===== config.mk =====
export PLATFORM = sky130hd
export DESIGN_NAME = mem_sequencer_flat
export DESIGN_NICKNAME = d
export VERILOG_FILES = /design/src/rtl/mem_sequencer_if.sv /design/src/rtl/mem_sequencer.sv /design/src/flat_wrapper.sv
export SDC_FILE = /design/constraint.sdc
export NUM_CORES = 1
export LEC_CHECK = 0
export BUFFER_PORTS_ARGS = -buffer_cell sky130_fd_sc_hd__buf_2
export CAP_MARGIN = 5
export CELL_PAD_IN_SITES_DETAIL_PLACEMENT = 0
export CELL_PAD_IN_SITES_GLOBAL_PLACEMENT = 1
export CORE_MARGIN = 2
export CORE_UTILIZATION = 33
export DETAILED_ROUTE_END_ITERATION = 10
export PLACE_DENSITY_LB_ADDON = 0.25
export SKIP_LAST_GASP = 1
export SLEW_MARGIN = 10
export SYNTH_ARGS = -nofsm -noshare
export SYNTH_HDL_FRONTEND = slang
export SYNTH_SLANG_ARGS = --single-unit

===== constraint.sdc =====
create_clock -name clk -period 1.9 [get_ports clk]
set_clock_uncertainty 0.05 [all_clocks]
set_input_delay 0.38 -clock clk [delete_from_list [all_inputs] [get_ports clk]]
set_output_delay 0.38 -clock clk [all_outputs]
set_load 0.005 [all_outputs]

===== src/rtl/mem_sequencer_if.sv =====
// Control-unit side bundle of the RAM access sequencer: request inputs plus
// the RAM strobes and MDR steering outputs it produces.
interface mem_sequencer_if #(
  parameter int unsigned ADDR_W = 16
);
  logic              req;
  logic              rw;
  logic [ADDR_W-1:0] addr_in;
  logic              busy;
  logic              done;
  logic [ADDR_W-1:0] ram_addr;
  logic              ram_cs;
  logic              ram_oe;
  logic              ram_we;
  logic              mdr_enable;
  logic [1:0]        mdr_ctrl;

  modport master (
    output req, rw, addr_in,
    input  busy, done, ram_addr, ram_cs, ram_oe, ram_we, mdr_enable, mdr_ctrl
  );

  modport slave (
    input  req, rw, addr_in,
    output busy, done, ram_addr, ram_cs, ram_oe, ram_we, mdr_enable, mdr_ctrl
  );
endinterface


===== src/rtl/mem_sequencer.sv =====
// Multi-cycle RAM read/write sequencer with configurable wait states; steers
// the MDR so RAM and MDR never drive the shared data bus in the same cycle.
module mem_sequencer #(
  parameter int unsigned ADDR_W      = 16,
  parameter int unsigned WAIT_STATES = 2
) (
  input  logic            clk,
  input  logic            clr,
  mem_sequencer_if.slave  bus
);

  typedef enum logic [2:0] {
    ST_IDLE,
    ST_ADDR,
    ST_WAIT,
    ST_XFER,
    ST_DONE
  } state_t;

  localparam logic [3:0] WAIT_INIT = 4'(WAIT_STATES);
  localparam logic [1:0] MDR_LOAD  = 2'b01;
  localparam logic [1:0] MDR_DRIVE = 2'b11;

  state_t            state_q, state_d;
  logic [3:0]        cnt_q, cnt_d;
  logic [ADDR_W-1:0] ram_addr_q, ram_addr_d;
  logic              rw_q, rw_d;

  logic              busy_o;
  logic              done_o;
  logic              cs_o;
  logic              oe_o;
  logic              we_o;
  logic              mdr_en_o;
  logic [1:0]        mdr_ctrl_o;

  always_ff @(posedge clk) begin
    if (clr) begin
      state_q    <= ST_IDLE;
      cnt_q      <= '0;
      ram_addr_q <= '0;
      rw_q       <= 1'b0;
    end else begin
      state_q    <= state_d;
      cnt_q      <= cnt_d;
      ram_addr_q <= ram_addr_d;
      rw_q       <= rw_d;
    end
  end

  always_comb begin
    state_d    = state_q;
    cnt_d      = cnt_q;
    ram_addr_d = ram_addr_q;
    rw_d       = rw_q;
    case (state_q)
      ST_IDLE: begin
        if (bus.req) begin
          ram_addr_d = bus.addr_in;
          rw_d       = bus.rw;
          cnt_d      = WAIT_INIT;
          state_d    = ST_ADDR;
        end
      end
      ST_ADDR: begin
        // Writes always take at least one WAIT cycle so the we strobe exists.
        if (rw_q || (cnt_q != 4'd0)) state_d = ST_WAIT;
        else                         state_d = ST_XFER;
      end
      ST_WAIT: begin
        if (cnt_q <= 4'd1) state_d = ST_XFER;
        if (cnt_q != 4'd0) cnt_d = cnt_q - 4'd1;
      end
      ST_XFER: state_d = ST_DONE;
      ST_DONE: state_d = ST_IDLE;
      default: state_d = ST_IDLE;
    endcase
  end

  // Outputs depend only on state and the latched request type.
  always_comb begin
    busy_o     = 1'b0;
    done_o     = 1'b0;
    cs_o       = 1'b0;
    oe_o       = 1'b0;
    we_o       = 1'b0;
    mdr_en_o   = 1'b0;
    mdr_ctrl_o = 2'b00;
    case (state_q)
      ST_ADDR, ST_WAIT: begin
        busy_o = 1'b1;
        cs_o   = 1'b1;
        if (rw_q) begin
          mdr_en_o   = 1'b1;
          mdr_ctrl_o = MDR_DRIVE;
          we_o       = (state_q == ST_WAIT);
        end else begin
          oe_o = 1'b1;
        end
      end
      ST_XFER: begin
        busy_o   = 1'b1;
        cs_o     = 1'b1;
        mdr_en_o = 1'b1;
        if (rw_q) begin
          mdr_ctrl_o = MDR_DRIVE;
        end else begin
          oe_o       = 1'b1;
          mdr_ctrl_o = MDR_LOAD;
        end
      end
      ST_DONE: begin
        busy_o = 1'b1;
        done_o = 1'b1;
      end
      default: ;
    endcase
  end

  assign bus.busy       = busy_o;
  assign bus.done       = done_o;
  assign bus.ram_addr   = ram_addr_q;
  assign bus.ram_cs     = cs_o;
  assign bus.ram_oe     = oe_o;
  assign bus.ram_we     = we_o;
  assign bus.mdr_enable = mdr_en_o;
  assign bus.mdr_ctrl   = mdr_ctrl_o;

endmodule


===== src/flat_wrapper.sv =====
// flat-port wrapper written by rule: the top's interface ports become plain ports
module mem_sequencer_flat 
#(
  parameter int unsigned ADDR_W      = 16,
  parameter int unsigned WAIT_STATES = 2
)
  (clk, clr, bus_req, bus_rw, bus_addr_in, bus_busy, bus_done, bus_ram_addr, bus_ram_cs, bus_ram_oe, bus_ram_we, bus_mdr_enable, bus_mdr_ctrl);
  mem_sequencer_if #(.ADDR_W(ADDR_W)) bus_i ();
  input  logic clk;
  input  logic clr;
  input wire logic [$bits(bus_i.req)-1:0] bus_req;
  input wire logic [$bits(bus_i.rw)-1:0] bus_rw;
  input wire logic [$bits(bus_i.addr_in)-1:0] bus_addr_in;
  output wire logic [$bits(bus_i.busy)-1:0] bus_busy;
  output wire logic [$bits(bus_i.done)-1:0] bus_done;
  output wire logic [$bits(bus_i.ram_addr)-1:0] bus_ram_addr;
  output wire logic [$bits(bus_i.ram_cs)-1:0] bus_ram_cs;
  output wire logic [$bits(bus_i.ram_oe)-1:0] bus_ram_oe;
  output wire logic [$bits(bus_i.ram_we)-1:0] bus_ram_we;
  output wire logic [$bits(bus_i.mdr_enable)-1:0] bus_mdr_enable;
  output wire logic [$bits(bus_i.mdr_ctrl)-1:0] bus_mdr_ctrl;
  assign bus_i.req = bus_req;
  assign bus_i.rw = bus_rw;
  assign bus_i.addr_in = bus_addr_in;
  assign bus_busy = bus_i.busy;
  assign bus_done = bus_i.done;
  assign bus_ram_addr = bus_i.ram_addr;
  assign bus_ram_cs = bus_i.ram_cs;
  assign bus_ram_oe = bus_i.ram_oe;
  assign bus_ram_we = bus_i.ram_we;
  assign bus_mdr_enable = bus_i.mdr_enable;
  assign bus_mdr_ctrl = bus_i.mdr_ctrl;
  mem_sequencer #(.ADDR_W(ADDR_W), .WAIT_STATES(WAIT_STATES)) u_core (.clk(clk), .clr(clr), .bus(bus_i));
endmodule

==> reports/results.ini, run 1 <==
[die]
die_area_um2=3780
die_x_um=61.5
core-area_um2=3100
initial_utilization=0.352
rows=20
die_h_um=61.5
ios=44

[clock_network]
cts_root_buf=clkbuf_4
htree_levels=1
cts.sinks=24
clkLatencyLatePin_ns=0.31
post_cts_buffers=0
path_clk_slew_ns=0.13
cts_buffer_depth=2
cts_tree=done
cts_buffers=3
hold_buffers=0

[timing]
finalSetupViolCount=0
min_period_ns=1.79
fmax_mhz=560
fin_crit_sh=0.940
finalSetupTns_ns=0
fin_ws_ns=0.114
slew_headroom=0.674
grt_setup_unrepaired=no
finalMaxSlewViolations=0
hold_violations=0
tightest_slew_ns=0.488

[worst_setup_path]
r2r-start=u_core.state_q[2]
cp.required_ns=1.47
rr_worst_depth=4
critical_path_class=flop to primary output
slowest_delay_ns=0.61
arrival_ns=1.36
start_kind=flop
worstPathCellList=nor2_4, and3_1, buf_2
cp_max_fo=11
crit_path_end_kind=primary output
r2r-end=u_core.bus.ram_addr[1]
rrSetupSlack_ns=0.34
critical-path-slowest-cell=dfxtp_1

[drt]
routedWlPerCell_um=10.9
drt-met1-wl_um=1110
wl_met3_um=143
drc=0
initialDrtViolationCount=35
ant_nets=0
routed.top_layer=met4
met2_length_um=1080
firstDrtPassIters=4
finalWirelength_um=2350
num_vias=1015
vias_per_cell=4.72

[placed_design]
io_buffers=43
pre_cts_slack_ns=0.344
gp_congestion=0.823
dp_hpwl_um=1710

[min_path]
holdPathEnd=u_core.bus.ram_addr[2]
min-delay-path-class=input port to flop
holdPathStages=3
hp-start=bus_addr_in[2]

[cells_and_area]
layout_commonest_cell=buf_2
fillers=354
multi_input_area_um2=529
seq_area_um2=483
drive_gt1_frac=0.327
area_growth_syn_to_layout_pct=25.1
final_net_count=195
final_cell_mix=buf_2 (43), nand2_1 (35), dfxtp_1 (22), a21oi_1 (18)
diodes=0

[power_and_ir_drop]
power_density_nw_per_um2=1400
pwr-share-seq=0.408
leakagePower_nw=0.627
p_switching_w=0.000694
combinationalPowerShare=0.402
peakVddDrop_v=0.000574
clockPowerShare=0.190
swShare=0.364
p_int_w=0.00121

[synth]
synth_ff_type=dfxtp_1
synth_edf_count=0
synth_top_cells_by_area=dfxtp_1 (44%), nand2_1 (12%), a21oi_1 (8.3%), ha_1 (3.4%), buf_6 (3.1%)
synth_fp_nets=155
synth_top_area_frac=0.440
synth_area_um2=1090
ys_async_sr_fraction=0
synth_cell_types=29
syn_inst=132
yosysTopAreaCell=dfxtp_1
avgSynthCellArea_um2=8.27
synth_seq_cells=24
ys_seq_area_frac=0.440
yosysWarnings=0

[flow_run]
max_cap_violations=0

[global_routing]
grt_pass1_vias=842
grt_antenna_before_repair=0
grt_use_total=0.128
grt_pass1_wl_um=3600
grt_max_degree=25
overflow=0

[outcome]
outcome=finished, final reports clean

==> flip-flops by register name (all words and copies together) (netlist names) <==
name,flops
u_core.bus.ram_addr,16
u_core.cnt_q,4
u_core.rw_q,1
u_core.state_q,3
==> metal layers <==
layer  vias to the layer above  GRT usage
met5                         -          0
met4                         0     0.0456
met3                         2     0.0273
met2                        28      0.206
met1                       461      0.169
li1                        524          -
==> power groups by stage <==
| stage | logic (W) | registers, W | clock network [W] |
|---|---|---|---|
| 5_1_grt | 0.000881 | 0.000802 | 0.000400 |
| 3_3_place_gp | 0.000770 | 0.000769 | 0 |
| 6_report | 0.000765 | 0.000776 | 0.000363 |
| 3_5_place_dp | 0.000772 | 0.000775 | 0 |
| 2_1_floorplan | 0.000638 | 0.000719 | 0 |
| 4_1_cts | 0.000775 | 0.000766 | 0.000379 |
==> critical path, delay by kind of cell (launching register included) <==
kind | cells | cell delay [ns]
DFF | 1 | 0.61
buffers and inverters | 1 | 0.12
and+or+nand+nor | 2 | 0.31
==> worst max path at each step <==
stage	cells after the start	start	end	slack, ns
6_report	3	u_core.state_q[2]	bus_ram_we	0.11
5_1_grt	3	u_core.state_q[2]	bus_ram_we	0.02
4_1_cts	4	u_core.state_q[1]	bus_mdr_ctrl[1]	0.04
3_5_place_dp	4	u_core.state_q[2]	u_core.bus.ram_addr[4]	0.34
3_3_place_gp	4	u_core.state_q[2]	u_core.bus.ram_addr[1]	0.38
2_1_floorplan	6	u_core.state_q[0]	u_core.bus.ram_addr[0]	0.43
==> cell families (layout without fill, tap and decap cells) <==
logic type | count (synthesis) | after routing | share of synthesized area
adder cells (fa/ha/maj) | 3 | 3 | 0.0344
AO/OA/AOI/OAI | 26 | 26 | 0.133
AND/OR/NAND/NOR | 61 | 61 | 0.276
flip-flops | 24 | 24 | 0.440
buffers and inverters | 14 | 53 | 0.0814
XOR/XNOR | 2 | 2 | 0.0161
multiplexers | 2 | 2 | 0.0183
==> per-stage QoR <==
step	power [W]	util	instance area, um^2	hold slack (ns)	cells
floorplan	0.00136	-	1090	0.403	132
finish	0.00190	0.440	1370	0.239	215
global placement	0.00154	0.420	1300	0.391	211
global route	0.00208	0.440	1370	0.219	215
detailed placement	0.00155	0.420	1300	0.396	211
CTS	0.00192	0.438	1360	0.225	215
==> cell type report <==
cell class	count	share of cell area
timing repair buffer	45	0.169
tap	44	0.0403
inverter	4	0.0110
sequential	24	0.354
clock buffer	3	0.0165
multi-input combinational	94	0.388
clock inverter	1	0.0220
==> Yosys cell counts (2+ instances only) <==
cell and instances:
a21oi_1 18, nand2_1 35, a31oi_1 2, mux2i_1 2, o21ai_0 2, clkbuf_1 2, and2_1 2, nor2_1 5
buf_6 3, and3_1 2, dfxtp_1 24, ha_1 3, nand3_1 2, or3_1 2, xnor2_1 2, buf_2 2
buf_4 3, inv_1 4, nand4_1 4, nor3_1 4
==> timing repair <==
item                       in CTS  in global routing
resized for setup               1                  3
setup endpoints to repair       1                  6
cloned                          0                  0
No activity file was read; power rests on OpenSTA's default activity.
==> run 2: changes to the inputs <==
--- a/config.mk
+++ b/config.mk
@@ -5,6 +5,7 @@
 export SDC_FILE = /design/constraint.sdc
 export NUM_CORES = 1
 export LEC_CHECK = 0
+export ABC_CLOCK_PERIOD_IN_PS = 1900
 export BUFFER_PORTS_ARGS = -buffer_cell sky130_fd_sc_hd__buf_2
 export CAP_MARGIN = 5
 export CELL_PAD_IN_SITES_DETAIL_PLACEMENT = 0
@@ -13,6 +14,7 @@
 export CORE_UTILIZATION = 33
 export DETAILED_ROUTE_END_ITERATION = 10
 export PLACE_DENSITY_LB_ADDON = 0.25
+export REMOVE_ABC_BUFFERS = 1
 export SKIP_LAST_GASP = 1
 export SLEW_MARGIN = 10
 export SYNTH_ARGS = -nofsm -noshare
==> constraint.sdc (replaced) <==
create_clock -name clk -period 1.9 [get_ports clk]
set_clock_uncertainty 0.05 [all_clocks]
set_input_delay 0.38 -clock clk [delete_from_list [all_inputs] [get_ports clk]]
set_output_delay 0.38 -clock clk [all_outputs]
set_load 0.02 [all_outputs]
==> run 2 against run 1 <==
Net effect:
- register-to-register slack barely moved
- maximum frequency fell by 2.6%
- sequential share of layout area rose by 0.29 points
- via count rose by 0.79%
- first-iteration DRC count fell by 57%
- largest power group is now combinational logic
- die area did not move
- critical path depth did not move
- total power rose by 1.5%
- final cell count did not move
- sequential power rose by 1%
- routed wire length rose by 1.5%
==> reports/results.ini, run 2 (synthesis gave the netlist of run 1 again) <==
[outcome]
outcome=finished, final reports clean

[clock_network]
post_cts_buffers=0
cts_buffers=3
cts_root_buf=clkbuf_4
htree_levels=1
cts.sinks=24
cts_tree=done
cts_buffer_depth=2
path_clk_slew_ns=0.12
clkLatencyLatePin_ns=0.30
hold_buffers=0

[global_routing]
grt_use_total=0.135
grt_pass1_wl_um=3900
grt_max_degree=20
overflow=0
grt_pass1_vias=938
grt_antenna_before_repair=0

[worst_setup_path]
crit_start=u_core.state_q[2]
r2r-end=u_core.cnt_q[3]
cp.required_ns=1.47
rrSetupSlack_ns=0.34
r2r-start=u_core.state_q[2]
crit_path_end_kind=primary output
arrival_ns=1.40
rr_worst_depth=3
endpoint=bus_ram_we
critical_path_class=flop to primary output
cp_max_fo=11
start_kind=flop

[flow_run]
max_cap_violations=0

[power_and_ir_drop]
peakVddDrop_v=0.000578
leakagePower_nw=0.624
power_density_nw_per_um2=1430
total_power_w=0.00193

[die]
core-area_um2=3100
rows=20
die_h_um=61.5
die_area_um2=3780
die_x_um=61.5
ios=44
initial_utilization=0.352

[min_path]
min-delay-path-class=input port to flop

[cells_and_area]
diodes=0
layout_commonest_cell=buf_2
drive_gt1_frac=0.333
final_cell_mix=buf_2 (43), nand2_1 (35), dfxtp_1 (22), a21oi_1 (18)
final_net_count=196
area_growth_syn_to_layout_pct=24.1
fin_area_um2=1350
fin_cells=215
largest_reg_flops=16
fillers=336

[placed_design]
io_buffers=43
dp_hpwl_um=1760
dp.cells=212
gp_congestion=0.799
placed_area_um2=1320

[timing]
fmax_mhz=545
slew_headroom=0.685
timing.hold.ws_ns=0.250
tightest_slew_ns=0.471
hold_violations=0
fin_crit_sh=0.965
finalSetupTns_ns=0
min_period_ns=1.83
finalSetupViolCount=0
finalMaxSlewViolations=0
grt_setup_unrepaired=yes

[drt]
num_vias=1023
initialDrtViolationCount=15
ant_nets=0
routedWlPerCell_um=11.1
firstDrtPassIters=4
finalWirelength_um=2380
vias_per_cell=4.76
drc=0

-- run 2: through the flow --
| step | utilization | setup slack, ns |
|---|---|---|
| after floorplan | - | 0.136 |
| after detailed placement | 0.425 | 0.273 |
| after CTS | 0.434 | 0.0384 |
| final | 0.436 | 0.0659 |
| after global routing | 0.436 | -0.0234 |
| after global placement | 0.425 | 0.315 |
-- run 2: power by group --
part           total [W]  switching (W)  internal, W  leakage, nW
clock           0.000208       0.000134    0.0000738       0.0138
combinational   0.000937       0.000560     0.000377        0.412
sequential      0.000787       0.000151     0.000636        0.198
-- run 2: worst min path at each step --
stage                           start                      end  slack [ns]  depth (start not counted)
4_1_cts                bus_addr_in[3]   u_core.bus.ram_addr[3]        0.24                          3
3_5_place_dp   u_core.bus.ram_addr[3]   u_core.bus.ram_addr[3]        0.39                          2
6_report               bus_addr_in[2]   u_core.bus.ram_addr[2]        0.25                          3
5_1_grt               bus_addr_in[12]  u_core.bus.ram_addr[12]        0.24                          3
2_1_floorplan                     clr   u_core.bus.ram_addr[0]        0.40                          1
3_3_place_gp   u_core.bus.ram_addr[0]   u_core.bus.ram_addr[0]        0.39                          2
-- run 2: what timing repair did --
item	in CTS	in global routing
gates cloned	0	0
endpoints found under the setup margin	2	2
resized for setup	3	2
-- run 2: layout make-up --
class / count / area, um^2 / share of cell area
Clock buffer: 3 / 22.5 / 0.0166
Timing Repair Buffer: 46 / 238 / 0.176
Tap cell: 44 / 55.1 / 0.0407
Multi-Input combinational cell: 94 / 541 / 0.399
Sequential cell: 24 / 483 / 0.357
Inverter: 4 / 15.0 / 0.0111
-- run 2: worst max-delay path, cell delays in order (launching register included) --
cell	delay (ns)
dfxtp_1	0.63
nor2_4	0.12
and3_1	0.20
buf_2	0.15
-- run 2: per-layer routing --
metal	global-route usage	vias to the layer above	routed length, um
met2	0.215	27	1080
li1	-	523	-
met1	0.179	471	1160
met4	0.0547	0	15
met3	0.0252	2	124
met5	0	-	0
==> run 3: changes to the inputs <==
--- a/config.mk
+++ b/config.mk
@@ -13,8 +13,10 @@
 export CORE_MARGIN = 2
 export CORE_UTILIZATION = 33
 export DETAILED_ROUTE_END_ITERATION = 10
+export MAX_ROUTING_LAYER = met4
 export PLACE_DENSITY_LB_ADDON = 0.25
 export REMOVE_ABC_BUFFERS = 1
+export SETUP_SLACK_MARGIN = 0.4
 export SKIP_LAST_GASP = 1
 export SLEW_MARGIN = 10
 export SYNTH_ARGS = -nofsm -noshare
==> run 3 against run 2 <==
Net effect:
- total power up 12%
- combinational power increased by 26%
- non-clock buffer count rose by 7
- critical path depth stayed put
- sequential share of layout area is 2.5 points lower
- worst hold slack got worse by 0.0062 ns
- worst setup slack gained 0.27 ns
- die area did not move
- register-to-register slack better by 0.07 ns
- design area is 9.6% higher
- count of clock-buffer cells in the layout is the same
- largest cell class unchanged
- highest routed layer unchanged
==> reports/results.ini, run 3 (synthesis gave the netlist of run 1 again) <==
[clock_network]
clkLatencyLatePin_ns=0.30
path_clk_slew_ns=0.12
cts_tree=done
hold_buffers=0
htree_levels=1
cts.sinks=24
cts_root_buf=clkbuf_4
cts_buffer_depth=2
cts_buffers=3

[global_routing]
grt_pass1_vias=977
grt_antenna_before_repair=0
overflow=0
grt_pass1_wl_um=4150
grt_max_degree=19
grt_use_total=0.150

[cells_and_area]
fin_cells=224
final_cell_mix=buf_2 (38), nand2_1 (35), dfxtp_1 (20), a21oi_1 (17), buf_4 (12)
drive_gt1_frac=0.406
layout_commonest_cell=buf_2
largest_reg_flops=16
final_net_count=205
multi_input_area_um2=584
diodes=0
fillers=333
area_growth_syn_to_layout_pct=36.0
seq_area_um2=493

[timing]
tightest_slew_ns=0.327
min_period_ns=1.57
slew_headroom=0.782
grt_setup_unrepaired=yes
finalSetupTns_ns=0
fmax_mhz=638
fin_ws_ns=0.334
fin_crit_sh=0.824
finalMaxSlewViolations=0
hold_violations=0
finalSetupViolCount=0

[power_and_ir_drop]
pwr-share-seq=0.355
combinationalPowerShare=0.547
p_switching_w=0.000920
swShare=0.426
clockPowerShare=0.097
leakagePower_nw=0.679
power_density_nw_per_um2=1460
p_int_w=0.00124
peakVddDrop_v=0.000536

[drt]
finalWirelength_um=2690
ant_nets=0
drc=0
vias_per_cell=4.91
initialDrtViolationCount=28
num_vias=1100
firstDrtPassIters=4
routedWlPerCell_um=12.0

[min_path]
min-delay-path-class=input port to flop

[placed_design]
pre_cts_slack_ns=0.273
dp_hpwl_um=1760
io_buffers=43
gp_congestion=0.810
dp.cells=212

[outcome]
outcome=finished, final reports clean

[worst_setup_path]
cp_max_fo=11
critical_path_class=flop to primary output
cp.required_ns=1.47
arrival_ns=1.14
crit_path_end_kind=primary output
start_kind=flop

[die]
core-area_um2=3100
ios=44
die_h_um=61.5
die_x_um=61.5
die_area_um2=3780
rows=20
initial_utilization=0.352

[flow_run]
max_cap_violations=0

[run 3: worst max-delay path: stages, from the launching register on]
cell     delay [ns]
dfxtp_4        0.46
nor2_4         0.05
and3_1         0.17
buf_2          0.15
[run 3: power by group through the flow]
stage / Combinational (W) / Clock [W] / Sequential [W]
floorplan: 0.000570 / 0 / 0.000830
global placement: 0.000928 / 0 / 0.000773
detailed placement: 0.000941 / 0 / 0.000780
CTS: 0.00110 / 0.000221 / 0.000760
global route: 0.00129 / 0.000233 / 0.000787
finish: 0.00118 / 0.000210 / 0.000767
[run 3: path summary, 6_finish.rpt]
path,startpoint,to,slack (ns),cells after the start
setup / recovery,u_core.state_q[2],bus_ram_we,0.33,3
hold / removal,bus_rw,u_core.rw_q,0.24,3
setup reg to reg,u_core.state_q[0],u_core.bus.ram_addr[9],0.41,4
hold reg to reg,u_core.bus.ram_addr[2],u_core.bus.ram_addr[2],0.41,2
[run 3: final cells by class]
| cell class | instances | share of cell area |
|---|---|---|
| Timing Repair Buffer | 53 | 0.212 |
| Clock buffer | 3 | 0.0152 |
| Multi-Input combinational cell | 96 | 0.394 |
| Tap cell | 44 | 0.0371 |
| Sequential cell | 24 | 0.332 |
| Inverter | 4 | 0.0101 |
[run 3: metal layers]
layer  wire length, um  track usage  vias to the layer above  part of all wire
met4                15       0.0547                        0            0.0056
met2              1250        0.241                       39              0.47
met3               149       0.0210                        2             0.055
met1              1270        0.191                      506              0.47
li1                  -            -                      553                 -
met5                 0            -                        -                 0
[run 3: through the flow]
step	utilization	area, um^2	hold slack [ns]	total power (W)
global route	0.478	1480	0.245	0.00231
floorplan	-	1020	0.399	0.00140
global placement	0.425	1320	0.389	0.00170
CTS	0.463	1440	0.235	0.00208
finish	0.478	1480	0.244	0.00216
detailed placement	0.425	1320	0.393	0.00172
[run 3: what timing repair did]
action | in CTS | in global routing
setup buffers | 5 | 1
gates cloned | 1 | 2
setup endpoints to repair | 25 | 28
pin swaps | 5 | 2
resized for setup | 17 | 11
